`config.mk`:
```
export PLATFORM = sky130hd
export DESIGN_NAME = mux8_way16
export DESIGN_NICKNAME = d
export VERILOG_FILES = /design/src/rtl/mux8_way16.sv
export SDC_FILE = /design/constraint.sdc
export NUM_CORES = 1
export LEC_CHECK = 0
export BUFFER_PORTS_ARGS = -buffer_cell sky130_fd_sc_hd__buf_4
export CORE_MARGIN = 2
export CORE_UTILIZATION = 32
export DETAILED_ROUTE_END_ITERATION = 7
export PLACE_DENSITY_LB_ADDON = 0.3
export REMOVE_ABC_BUFFERS = 1
export SLEW_MARGIN = 20
export SYNTH_ARGS = -nofsm -noshare
export SYNTH_HDL_FRONTEND = slang
export SYNTH_SLANG_ARGS = --single-unit
```
`constraint.sdc`:
```
create_clock -name vclk -period 2.6
set_input_delay 0.65 -clock vclk [all_inputs]
set_output_delay 0.65 -clock vclk [all_outputs]
set_load 0.05 [all_outputs]
```
`src/rtl/mux8_way16.sv`:
```
// Eight-way, 16-bit mux built as a three-level 2:1 tree.
// Define MUX8WAY16_REG_OUT_EN to register the output (1-cycle latency, sync reset to 0).
module mux8_way16 (
  input  logic        clk,
  input  logic        reset,
  input  logic [15:0] d7,
  input  logic [15:0] d6,
  input  logic [15:0] d5,
  input  logic [15:0] d4,
  input  logic [15:0] d3,
  input  logic [15:0] d2,
  input  logic [15:0] d1,
  input  logic [15:0] d0,
  input  logic [2:0]  sel,
  output logic [15:0] out
);

  logic [15:0] lvl1 [4];
  logic [15:0] lvl2 [2];
  logic [15:0] muxed;

  // sel[0] picks within each adjacent pair, sel[1] between pairs, sel[2] between halves
  assign lvl1[0] = sel[0] ? d1 : d0;
  assign lvl1[1] = sel[0] ? d3 : d2;
  assign lvl1[2] = sel[0] ? d5 : d4;
  assign lvl1[3] = sel[0] ? d7 : d6;

  assign lvl2[0] = sel[1] ? lvl1[1] : lvl1[0];
  assign lvl2[1] = sel[1] ? lvl1[3] : lvl1[2];

  assign muxed = sel[2] ? lvl2[1] : lvl2[0];

`ifdef MUX8WAY16_REG_OUT_EN
  always_ff @(posedge clk) begin
    if (reset)
      out <= 16'h0000;
    else
      out <= muxed;
  end
`else
  // clk and reset are kept on the port list so both builds share one footprint
  logic unused;
  assign unused = &{1'b0, clk, reset};
  assign out = muxed;
`endif

endmodule

```
**Word level (Yosys, flattened, before mapping)**

Index checks and enable logic that the tools add are counted.

- Add/subtract/negate cells: 0
- $mul: 0
- Divide/modulo/power cells: 0
- Magnitude comparators: 0
- Eq/ne operators: 0
- Shift-type cells: 0
- Mux-type cells: 7
- Bitwise gates (word level): 0
- Reduce and logical (&&, ||, !) cells: 0

Operator list:

| cell | count |
|---|---|
| $mux W16 | 7 |

- Bits in registers: 0
- Bits in latches: 0
- Bits in writable memories: 0
- ROM bits: 0
- Bits of input ports: 133
- Output and inout bits: 16
- Logic and storage cells: 7
- Memories: 0

**Logic depth before layout (Yosys ltp)**

- Word-level depth: 3
- Depth in mapped cells: 4
- Gate-level depth less buffers: 2

**Least setup slack after synthesis**

OpenSTA, ideal clock, no wires.

- Path kind: input-to-output
- Start: input port sel[0]
- End: output port out[1]
- Data arrival time: 1.822 ns
- Data required time: 1.950 ns
- Setup slack: 0.128 ns
- Stages: 4
- Buffers on the path: 2
- Path through: buf_6 buf_6 mux4_1 mux2_2

- Word-level cells in the longest chain between the ends: 3
- Elaborated cells on any way between the ends: 7
- Classes of those cells: mux: 7

RTL lines:

| element | line | text |
|---|---|---|
| start: declaration | 14 | `input logic [2:0] sel,` |
| $mux W16 (on tied branches) | - |  |
| $mux W16 (on tied branches) | 28, 29 |  |
| $mux W16 (*) | 31 | `assign muxed = sel[2] ? lvl2[1] : lvl2[0];` |
| end: declaration | 15 | `output logic [15:0] out` |

Every way passes the cells marked *; elsewhere a longest branch is shown, timed or not.

**Worst setup path after layout**

- Start: input port sel[0]
- End: output port out[10]

The elaborated chain is that of the path after synthesis.

==> reports/qor.log <==
[status] result of the run complete, no violations
[grt] total grt overflow 0
[power] cell internal power dissipation 295 uW
[worst_setup_path] Crit. End Element output pin
[final_layout] P&R area growth vs syn 118%
[sta] worst slew margin relative to its limit 74.1%
[sta] Min Clock Period, post-route 2580 ps
[sta] setup repair after global routing missed its margin no
[yosys] area share of the leading cell type in the synthesized netlist 68.7%
[power] sum of internal, switching and leakage power 506 uW
[final_layout] sequential cell area in the final layout 0 um2
[grt] largest net degree at the start of global routing 33
[placement] minimum setup slack after placement -26.7 ps
[power] worst ir drop on vdd 0.100 mV
[yosys] Post-Synthesis Mean Instance Area 18.8 um2
[grt] vias in the first global route 1329
[drt] First DRT Iteration DRCs 43
[hold_path] worst hold path class primary input to output pin
[yosys] multiplexer share of the synthesized area 93.9%
[power] Lkg Pwr 1.16 nW
[sta] portion of the clock cycle consumed by the worst path in the final layout 99.3%
[yosys] total standard cell area after synthesis 1070 um2
[floorplan] standard-cell rows 21
[clock_tree] CTS Hold Buffers Added 0
[yosys] largest family of logic cells by synthesized area multiplexers
[final_layout] count of nets after finishing 336
[placement] Final GP Congestion 0.629
[grt] wire length of the first global-routing pass 5710 um
[sta] hold violation count in the final report 0
[drt] per-cell routed wire length 18.6 um
[floorplan] horizontal die dimension 61.9 um
[yosys] fraction of the yosys area taken by sequential cells 0%
[yosys] Adder-Cell Fraction of Synth Area 0%
[yosys] count of yosys warnings during synthesis 0
[sta] final setup fails 0
[final_layout] number of clock buffers in the layout 0
[worst_setup_path] worst endpoint data arrival time 1930 ps
[drt] number of remaining DRC errors 0
[final_layout] ant diodes 0
[floorplan] initial standard-cell utilization of the core 32.6%
[power] ratio of total power to cell area 217 nW/um2
[drt] drt pass-1 iters 4
[sta] worst hold slack across all endpoints 1860 ps
[final_layout] layout cell share with drive strength beyond 1 87.6%
[sta] maximum frequency from static timing analysis 387 MHz
[yosys] post-synthesis xor/xnor area fraction 0%
[power] part of the power in combinational logic 100.0%
[worst_setup_path] Worst EP required 1950 ps
[drt] vias after detailed routing 1327
[power] Reg power frac 0%
[power] fraction of power spent switching nets 41.6%
[power] clock share of power 0%
[drt] via-per-instance ratio 5.37
[final_layout] final non-filler cell area 2330 um2
[final_layout] final core area utilization 71.1%
[sta] post-route worst setup slack 17.6 ps
[final_layout] FF+latch count 0
[placement] number of placed cells counting well taps 243
[worst_setup_path] startpoint type of the worst setup path primary input
[sta] final sum of negative setup slack 0 ps
[yosys] instance count of the mapped netlist 57
[final_layout] number of cells in the finished layout apart from fillers 247
[yosys] synth unique cells 7
[final_layout] # fillers 228
[floorplan] core box area 3280 um2
[power] switching power of the nets 211 uW
[yosys] basic-gate share of the synthesized area counting and, or, nand and nor cells 0%
[flow_run] Max-Cap Viols 0
[placement] IO buf count 147
[floorplan] ports placed on the boundary 149
[floorplan] Die Span Y 61.9 um
[yosys] post-synth top area cell sky130_fd_sc_hd__mux4_1
[worst_setup_path] CP Max Fanout 6
[worst_setup_path] WS Path Type primary input to output pin
[drt] count of antenna-violating nets left after detailed routing 0
[sta] Tightest Pin Transition 389 ps
[yosys] Synth area leaders sky130_fd_sc_hd__mux4_1 (69%), sky130_fd_sc_hd__mux2_2 (17%), sky130_fd_sc_hd__mux4_2 (8.4%), sky130_fd_sc_hd__buf_6 (4.2%), sky130_fd_sc_hd__buf_1 (0.70%)
[yosys] synthesized-area fraction occupied by ao, oa, aoi and oai cells 0%
[placement] placed instance area 2210 um2
[final_layout] leading cell type in the layout, fill and taps excluded sky130_fd_sc_hd__buf_4
[sta] number of pins exceeding their max-slew limit in the final report 0
[final_layout] most used cells in the layout excluding fill and tap cells sky130_fd_sc_hd__buf_4 (134), sky130_fd_sc_hd__mux4_1 (25), sky130_fd_sc_hd__mux2_2 (16)
[grt] number of antenna violations at the first check in global routing 0
[floorplan] DIE AREA 3830 um2
[drt] wire length reported by the detailed router 4590 um
[grt] total routing resource utilization after global routing 19.7%
worst max-delay path, stage by stage:
cell and delay (ps):
sky130_fd_sc_hd__buf_8 120, sky130_fd_sc_hd__clkbuf_16 150, sky130_fd_sc_hd__mux4_1 540, sky130_fd_sc_hd__mux2_2 280
sky130_fd_sc_hd__buf_4 190
repair_timing:
| item | 4_1_cts | 5_1_grt |
|---|---|---|
| buffers inserted | 0 | 0 |
| cloned | 0 | 4 |
| resized for setup | 9 | 8 |
| endpoints found under the setup margin | 12 | 16 |
metal layers:
| metal | up-vias | global-route usage [%] | routed length (um) |
|---|---|---|---|
| li1 | 588 | - | - |
| met1 | 641 | 20.1 | 1540 |
| met2 | 86 | 40.2 | 2470 |
| met3 | 12 | 4.14 | 493 |
| met4 | 0 | 4.56 | 88 |
| met5 | - | 0 | 0 |
power groups by stage:
stage                     combinational [mW]  clock, mW  sequential (mW)
after floorplan                        0.235          0                0
after global placement                 0.455          0                0
after detailed placement               0.468          0                0
after CTS                              0.482          0                0
after global routing                   0.528          0                0
final                                  0.506          0                0
final timing paths:
check                  start  endpoint  cells past startpoint
worst min-delay path   d5[1]    out[1]                      4
worst max-delay path  sel[0]   out[10]                      5
cell usage after synthesis:
library cell / n
sky130_fd_sc_hd__buf_1: 2
sky130_fd_sc_hd__buf_6: 4
sky130_fd_sc_hd__clkbuf_2: 1
sky130_fd_sc_hd__mux2_2: 16
sky130_fd_sc_hd__clkbuf_1: 2
sky130_fd_sc_hd__mux4_1: 28
sky130_fd_sc_hd__mux4_2: 4
cell type report:
class | instances | area, um2 | area share [%]
tap | 46 | 57.6 | 2.47
multi-input combinational | 48 | 995 | 42.6
timing repair buffer | 153 | 1280 | 54.9
cell families after synthesis:
logic type             Yosys count
buffers and inverters            9
muxes                           48
Power figures use the tool's default switching activity.
